`config.mk`:
```
export PLATFORM = sky130hd
export DESIGN_NAME = fp_add_norm_stage
export DESIGN_NICKNAME = d
export VERILOG_FILES = /design/src/rtl/fp_add_pkg.sv /design/src/rtl/lopd_32bit.sv /design/src/rtl/fp_add_norm_stage.sv
export SDC_FILE = /design/constraint.sdc
export NUM_CORES = 1
export LEC_CHECK = 0
export ABC_AREA = 1
export BUFFER_PORTS_ARGS = -buffer_cell sky130_fd_sc_hd__buf_4
export CAP_MARGIN = 20
export CORE_ASPECT_RATIO = 1.25
export CORE_MARGIN = 3
export CORE_UTILIZATION = 55
export DETAILED_ROUTE_END_ITERATION = 12
export PLACE_DENSITY = 0.82
export SLEW_MARGIN = 20
export SYNTH_ARGS = -nofsm -noshare
export SYNTH_HDL_FRONTEND = slang
export SYNTH_SLANG_ARGS = --single-unit
```
`constraint.sdc`:
```
create_clock -name i_clk -period 3.9 [get_ports i_clk]
set_input_delay 0.39 -clock i_clk [delete_from_list [all_inputs] [get_ports i_clk]]
set_output_delay 0.39 -clock i_clk [all_outputs]
set_load 0.02 [all_outputs]
```
`src/rtl/fp_add_pkg.sv`:
```
// Shared widths and the S1->S2 beat record for the FP32 add normalisation stage.
//   EXP_W   biased exponent width
//   MANT_W  normalised mantissa width (hidden + 23 frac + G,R,S)
//   POS_W   leading-one index width
//   EXP_MAX all-ones exponent (infinity)
package fp_add_pkg;
    localparam int EXP_W  = 8;
    localparam int MANT_W = 27;
    localparam int POS_W  = 5;
    localparam logic [EXP_W-1:0] EXP_MAX = '1;

    // Raw sum split into carry-out + low MANT_W bits, plus precomputed
    // leading-one index and exact-zero flag.
    typedef struct packed {
        logic              sign;
        logic [EXP_W-1:0]  exp;
        logic [MANT_W-1:0] mant;
        logic              carry;
        logic              zero;
        logic [POS_W-1:0]  pos;
    } norm_beat_t;
endpackage

```
`src/rtl/lopd_32bit.sv`:
```
// Leading-one position detectors.
//   lopd_8bit : d[7:0] -> vld (any bit set), pos (index of highest set bit)
//   lopd_32bit: d[31:0] -> vld, pos[4:0]; four octet detectors merged as
//               two 16-bit halves. pos is 0 when d == 0.
module lopd_8bit (
    input  logic [7:0] d,
    output logic       vld,
    output logic [2:0] pos
);
    always_comb begin
        vld = |d;
        pos = '0;
        // Ascending scan: the last hit is the highest set bit.
        for (int i = 0; i < 8; i++)
            if (d[i]) pos = 3'(i);
    end
endmodule

module lopd_32bit (
    input  logic [31:0] d,
    output logic        vld,
    output logic [4:0]  pos
);
    logic [3:0]      oct_vld;
    logic [3:0][2:0] oct_pos;
    logic            vld_h, vld_l;
    logic [3:0]      pos_h, pos_l;

    lopd_8bit u_oct [3:0] (.d(d), .vld(oct_vld), .pos(oct_pos));

    assign vld_h = oct_vld[3] | oct_vld[2];
    assign vld_l = oct_vld[1] | oct_vld[0];
    assign pos_h = oct_vld[3] ? {1'b1, oct_pos[3]} : {1'b0, oct_pos[2]};
    assign pos_l = oct_vld[1] ? {1'b1, oct_pos[1]} : {1'b0, oct_pos[0]};
    assign vld   = vld_h | vld_l;
    assign pos   = vld_h ? {1'b1, pos_h} : {1'b0, pos_l};
endmodule

```
`src/rtl/fp_add_norm_stage.sv`:
```
// FP32 add/sub post-add normalisation, 2-stage valid/ready pipeline.
//   S1: register raw sum, leading-one index, carry and zero flags.
//   S2: pick zero / carry / normal / subnormal case, barrel-shift, adjust exp.
// Ports:
//   i_clk, i_rst_n (async, active low)
//   i_valid/o_ready : upstream handshake; i_sign, i_exp, i_mant (raw sum,
//                     bit MANT_W = carry-out)
//   o_valid/i_ready : downstream handshake; o_sign, o_exp, o_mant,
//                     o_zero, o_underflow, o_overflow
module fp_add_norm_stage
    import fp_add_pkg::*;
(
    input  logic              i_clk,
    input  logic              i_rst_n,
    input  logic              i_valid,
    output logic              o_ready,
    input  logic              i_sign,
    input  logic [EXP_W-1:0]  i_exp,
    input  logic [MANT_W:0]   i_mant,
    output logic              o_valid,
    input  logic              i_ready,
    output logic              o_sign,
    output logic [EXP_W-1:0]  o_exp,
    output logic [MANT_W-1:0] o_mant,
    output logic              o_zero,
    output logic              o_underflow,
    output logic              o_overflow
);
    localparam int PAD = 32 - MANT_W;

    logic [2:1]  vld_pipe;
    logic        s1_adv;
    norm_beat_t  beat_in, s1;
    logic        lopd_vld;
    logic [4:0]  lopd_pos;

    // Mantissa sits at the top of the detector, so subtract the pad.
    lopd_32bit u_lopd (
        .d   ({i_mant[MANT_W-1:0], {PAD{1'b0}}}),
        .vld (lopd_vld),
        .pos (lopd_pos)
    );

    assign beat_in.sign  = i_sign;
    assign beat_in.exp   = i_exp;
    assign beat_in.mant  = i_mant[MANT_W-1:0];
    assign beat_in.carry = i_mant[MANT_W];
    assign beat_in.zero  = ~i_mant[MANT_W] & ~lopd_vld;
    assign beat_in.pos   = POS_W'(lopd_pos - 5'(PAD));

    assign s1_adv  = ~vld_pipe[2] | i_ready;
    assign o_ready = ~vld_pipe[1] | s1_adv;
    assign o_valid = vld_pipe[2];

    // ---- S2 combinational ----
    logic [EXP_W:0]         exp_ext, lz_ext, exp_inc, exp_norm;
    logic [POS_W-1:0]       lz, sub_sh, shamt;
    logic                   is_norm;
    logic [POS_W:0][MANT_W-1:0] sh_stg;

    assign exp_ext  = {1'b0, s1.exp};
    assign lz       = POS_W'(MANT_W-1) - s1.pos;
    assign lz_ext   = (EXP_W+1)'(lz);
    assign exp_inc  = exp_ext + (EXP_W+1)'(1);
    assign exp_norm = exp_ext - lz_ext;
    assign is_norm  = exp_ext > lz_ext;
    // Subnormal lands at exponent 1 (encoded 0); exp <= lz keeps this < lz.
    assign sub_sh   = (s1.exp == '0) ? '0 : POS_W'(s1.exp - EXP_W'(1));
    assign shamt    = is_norm ? lz : sub_sh;

    assign sh_stg[0] = s1.mant;
    for (genvar k = 0; k < POS_W; k++) begin : g_shl
        assign sh_stg[k+1] = shamt[k] ? (sh_stg[k] << (2**k)) : sh_stg[k];
    end

    logic              n_sign, n_zero, n_uf, n_of;
    logic [EXP_W-1:0]  n_exp;
    logic [MANT_W-1:0] n_mant;

    always_comb begin
        n_sign = s1.sign;
        n_exp  = '0;
        n_mant = '0;
        n_zero = 1'b0;
        n_uf   = 1'b0;
        n_of   = 1'b0;
        if (s1.zero) begin
            n_sign = 1'b0;          // exact cancellation rounds to +0
            n_zero = 1'b1;
        end else if (s1.carry) begin
            if (exp_inc == {1'b0, EXP_MAX}) begin
                n_of  = 1'b1;
                n_exp = EXP_MAX;
            end else begin
                n_exp  = exp_inc[EXP_W-1:0];
                // Dropped LSB folds into sticky.
                n_mant = {1'b1, s1.mant[MANT_W-1:1]} | MANT_W'(s1.mant[0]);
            end
        end else if (is_norm) begin
            n_exp  = exp_norm[EXP_W-1:0];
            n_mant = sh_stg[POS_W];
        end else begin
            n_uf   = 1'b1;
            n_mant = sh_stg[POS_W];
        end
    end

    always_ff @(posedge i_clk or negedge i_rst_n) begin
        if (!i_rst_n) begin
            vld_pipe    <= '0;
            s1          <= '0;
            o_sign      <= 1'b0;
            o_exp       <= '0;
            o_mant      <= '0;
            o_zero      <= 1'b0;
            o_underflow <= 1'b0;
            o_overflow  <= 1'b0;
        end else begin
            if (o_ready) begin
                vld_pipe[1] <= i_valid;
                if (i_valid) s1 <= beat_in;
            end
            if (s1_adv) begin
                vld_pipe[2] <= vld_pipe[1];
                if (vld_pipe[1]) begin
                    o_sign      <= n_sign;
                    o_exp       <= n_exp;
                    o_mant      <= n_mant;
                    o_zero      <= n_zero;
                    o_underflow <= n_uf;
                    o_overflow  <= n_of;
                end
            end
        end
    end
endmodule
```
# Yosys cells after proc, flatten, opt, wreduce, memory -nomap -nowiden
# Cells that the tools add are included.
[totals]
register_bits = 84
out_inout_bits = 41
[op_classes]
add_sub_neg = 5
magnitude_cmp = 1
n_eq_ne = 1
mux = 49
bitwise_logic = 11
n_reduce_logical = 7
[op_table]
columns = ["cell", "count"]
rows = [
  ["27-bit two-way mux", 8],
  ["3-bit two-way mux", 21],
  ["8-bit two-way mux", 4],
  ["27-bit by 1-bit OR with 27-bit output", 1],
  ["8-bit OR reduction", 3],
  ["5-bit two-way mux", 3],
  ["1-bit two-way mux", 11],
  ["8-bit by 1-bit adder with 9-bit output, second input constant", 1],
  ["9-bit by 8-bit equality test with 1-bit output, second input constant", 1],
  ["8-bit by 5-bit greater-than comparator with 1-bit output", 1],
  ["8-bit logical NOT", 1],
  ["4-bit two-way mux", 2],
  ["8-bit by 5-bit subtractor with 8-bit output", 1],
  ["1-bit OR", 5],
  ["5-bit by 1-bit subtractor with 5-bit output, second input constant", 1],
  ["5-bit by 3-bit subtractor with 5-bit output, second input constant", 1],
  ["5-bit subtractor, first input constant", 1],
  ["1-bit NOT", 4],
  ["2-bit AND reduction", 2],
  ["3-bit OR reduction", 1],
  ["1-bit bitwise AND", 1],
]

# Longest topological paths before layout
[depth]
ltp_word = 10
depth_mapped = 25

# Hierarchy
# A second synthesis with hierarchy kept.
[unflattened]
hier_cells = 945
hier_area_um2 = 6122.1
[by_module_without_submodules]
columns = ["mod", "n_inst", "cells_per_inst", "area_per_inst_um2"]
rows = [
  ["fp_add_norm_stage", 1, 827, 5652.9],
  ["lopd_8bit", 4, 20, 77.6],
  ["lopd_32bit", 1, 38, 158.9],
]

# Worst setup path before layout
# OpenSTA, ideal clock, no wires.
[synth_timing]
path_kind = "register to register"
startpoint = "register s1[0] (netlist bit)"
endpoint = "register o_mant[26]"
arrival_ns = 2.905
slack_ns = 0.879
path_stages_with_launch = 23
path_buffers = 2
cell_sequence = "dfrtp_1 -> ha_1 -> inv_1 -> fa_1 -> or2_1 -> nand2_1 -> nand2_1 -> a21oi_2 -> nand2_2 -> nand2_4 -> buf_8 -> nand2_2 -> nand2_4 -> buf_8 -> nand2_4 -> nand3_1 -> nand3_1 -> nand2_1 -> nand2_1 -> nand3_1 -> nand3_1 -> nand2_1 -> nand2_1"
[synth_between]
elab_chain_len = 10
[synth_rtl]
columns = ["item", "line_no", "rtl"]
rows = [
  ["start, declared", "fp_add_norm_stage.sv:33", "norm_beat_t beat_in, s1;"],
  ["start signal, assigned", "fp_add_norm_stage.sv:121", "if (i_valid) s1 <= beat_in;"],
  ["5-bit subtractor *", "fp_add_norm_stage.sv:62", "assign lz = POS_W'(MANT_W-1) - s1.pos;"],
  ["8-bit by 5-bit greater-than comparator with 1-bit output", "fp_add_norm_stage.sv:66", "assign is_norm = exp_ext > lz_ext;"],
  ["5-bit two-way mux *", "fp_add_norm_stage.sv:69", "assign shamt = is_norm ? lz : sub_sh;"],
  ["27-bit two-way mux (4 in a row)", "fp_add_norm_stage.sv:73", "assign sh_stg[k+1] = shamt[k] ? (sh_stg[k] << (2**k)) : sh_stg[k];"],
  ["27-bit two-way mux *", "fp_add_norm_stage.sv:73", ""],
  ["27-bit two-way mux *", "fp_add_norm_stage.sv:90", "end else if (s1.carry) begin"],
  ["27-bit two-way mux *", "fp_add_norm_stage.sv:87", "if (s1.zero) begin"],
  ["end signal, assigned", "fp_add_norm_stage.sv:128", "o_mant <= n_mant;"],
  ["end, declared", "fp_add_norm_stage.sv:24", "output logic [MANT_W-1:0] o_mant,"],
]
# Mark *: on every way between the ends. The rest lies on a longest branch, timed or not.
# A chain may end at the register's enable or synchronous reset.

# Final worst setup path
[layout_timing]
startpoint = "register s1[0] (netlist bit)"
endpoint = "register o_mant[22]"
# The elaborated chain is that of the path after synthesis.

==> flow_summary.yaml <==
status:
  status: "completed"
clock_tree:
  clockBufferDepth: 2
  postCtsSetupBuffers: 0
  cts_tree: "done"
  postCtsHoldBufs: 0
  cts_buffers: 9
  cts_root_buf: "clkbuf_16"
  htree_levels: 3
  cts_sinks: 84
  clkLatencyLatePin_ns: 0.34
  clk_pin_slew_ns: 0.06
  postCtsResizedCells: 0
hold_path:
  hp-class: "input pin to asynchronous set/reset pin"
finish:
  n_antenna_cell: 0
  final_cell_mix: "nand2_1 (293), nand3_1 (163), buf_4 (90)"
  area_growth_pct: 15.9
  nets: 1006
  drive_gt1_share_pct: 15.0
  layout_commonest_cell: "nand2_1"
worst_setup_path:
  startpoint_type: "register"
  worst_path_largest_cell_delay_ns: 0.48
  cpLargestDelayFamily: "simple AND/OR/NAND/NOR gates"
  path_class: "register to register"
  cp_cell_sequence: "ha_4, inv_1, fa_1, or2_1, nand2_1, nand2_1, a21oi_2, nand2_2, nand2_4, inv_2, o21ai_2, buf_4, nand3_1, nor2_1, nor2_1, nand2_1, nand2_1, nand2_1"
  cp_slowest_cell: "dfrtp_1"
  critPathArrivalTime_ns: 3.92
  cp_max_fo: 33
  worst-path-buf-inv: 3
  required_ns: 4.18
  cpMostUsedCell: "nand2_1"
  critPathCaptureType: "register"
global_route:
  grt_start_max_net_pins: 85
  grt_overflow_total: 0
  grt_use_total_pct: 29.4
  grt_pass1_wl_um: 28500
  grt_pass1_vias: 5760
  antenna_found_initial: 0
synth:
  synthesis.area_um2: 5990
  yosys_register_bits: 84
  yosysSeqAreaShare_pct: 35.1
  syn-num-nets: 950
  syn_avg_cell_area_um2: 6.66
  ys_warn_count: 0
  synthCells: 899
  ys_types: 42
job:
  drv_cap: 0
timing:
  timing.fmax_mhz: 275
  slew_headroom_pct: 33.4
  whs_ns: 0.0698
  slew_viol_final: 0
  fin_ws_ns: 0.257
  setup_viol: 0
  worst_pin_slew_ns: 0.998
  rsz0062_at_grt: "false"
  min_period_over_period_pct: 93.4
  finalCriticalPeriod_ns: 3.64
  skew_ns: 0.00382
  hold_viol: 0
  final.setup.tns_ns: 0
detailed_routing:
  drt-total-wl_um: 17400
  antenna_left: 0
  viasPerCell: 5.76
  wl_per_cell_um: 15.9
  drc: 0
  drt_iter0_drc: 684
  first_pass_iters: 7
  via_count: 6287
place:
  gp_congestion: 0.971
  place_ws_ns: 0.213
  dp_hpwl_um: 12700
  port_buffers: 81
power_and_ir_drop:
  p_clk_share_pct: 18.9
  pwr-share-comb_pct: 53.5
  intPower_mw: 2.46
  seqPwrFrac_pct: 27.6
  vdd_drop_max_mv: 0.316
  power_switching_share_pct: 46.1
  switching_power_mw: 2.11
  power.leakage_nw: 3.63
  p_per_area_nw_per_um2: 658
floorplanning:
  initial_core_util_pct: 56.4
  core_area_um2: 10600
  row_count: 42
  fp.dieArea_um2: 12200
  dieWidth_um: 99.3
  io_pins: 82
  dieHeight_um: 123
## synth_stat cells, drive strengths merged
library cell | instances | area share [%]
a211oi | 1 | 0.13
a21oi | 41 | 3.5
a22o | 2 | 0.29
a31oi | 3 | 0.31
a32o | 4 | 0.67
buf | 24 | 2.7
clkbuf | 22 | 1.4
clkinv | 1 | 0.063
dfrtp | 84 | 35
fa | 1 | 0.33
ha | 9 | 1.9
inv | 82 | 5.1
nand2 | 311 | 21
nand3 | 167 | 14
nand3b | 1 | 0.13
nand4 | 7 | 0.73
nor2 | 25 | 1.7
nor3 | 5 | 0.50
nor3b | 1 | 0.13
nor4 | 4 | 0.42
o211ai | 2 | 0.25
o21ai | 84 | 7.4
o311ai | 1 | 0.15
o31ai | 1 | 0.13
o41ai | 1 | 0.15
or2 | 4 | 0.42
xor2 | 11 | 1.6
## metal layers
metal  vias to the layer above  routed length, um  track usage [%]
met2                       324               7580             43.4
met1                      2846               7880             42.9
met4                         0                555             12.6
met3                        45               1370             4.15
met5                         -                  0                0
li1                       3072                  -                -
## state kept, by name, summed over array words and instances, names as in the netlist
| signal | cells |
|---|---|
| s1 | 35 |
| o_zero | 1 |
| o_mant | 27 |
| o_overflow | 1 |
| exp_ext | 8 |
| o_exp | 8 |
| o_sign | 1 |
| vld_pipe | 2 |
| o_underflow | 1 |
## final timing paths
kind | depth (start not counted) | to | slack (ns) | startpoint
max reg2reg | 18 | o_mant[22]$_DFFE_PN0P_ | 0.26 | s1[0]$_DFFE_PN0P_
max | 18 | o_mant[22]$_DFFE_PN0P_ | 0.26 | s1[0]$_DFFE_PN0P_
min in group i_clk | 3 | exp_ext[1]$_DFFE_PN0P_ | 0.26 | i_exp[1]
min | 1 | o_mant[24]$_DFFE_PN0P_ | 0.07 | i_rst_n
max in group asynchronous | 1 | s1[22]$_DFFE_PN0P_ | 3.26 | i_rst_n
min reg2reg | 2 | o_mant[14]$_DFFE_PN0P_ | 0.48 | o_mant[14]$_DFFE_PN0P_
## stage by stage
stage                     util [%]  power [mW]  instances  instance area (um^2)
after CTS                     65.0        4.52       1092                  6900
after global routing          65.4        4.91       1092                  6950
after global placement        62.1        3.62       1076                  6600
final                         65.4        4.57       1092                  6950
after floorplan                  -        2.93        899                  5990
after detailed placement      62.1        3.64       1076                  6600
## final cells by class
type                    instances  area (um^2)
clock inverters                 4         47.5
repair buffers                 91          687
clock buffers                  12          256
flip-flops and latches         84         2100
well taps                     132          165
fillers                      1004         3670
multi-input cells             686         3370
inverters                      83          315
## logic make-up (layout without fill, tap and decap cells)
kind of cell               Yosys count  count (layout)  share of synthesized area [%]
buffers and inverters              129             190                           9.27
DFF                                 84              84                           35.1
xor gates and xnor gates            11              11                           1.61
and+or+nand+nor                    525             525                           38.9
AOI/OAI and AO/OA                  140             140                           12.9
adders and majority gates           10              10                           2.21
## power groups by stage
stage	clock, mW	sequential [mW]	combinational (mW)
floorplan	0	1.44	1.50
global placement	0	1.26	2.36
detailed placement	0	1.27	2.37
CTS	0.877	1.26	2.38
global route	0.912	1.29	2.71
finish	0.865	1.26	2.44
Power figures use the tool's default switching activity.
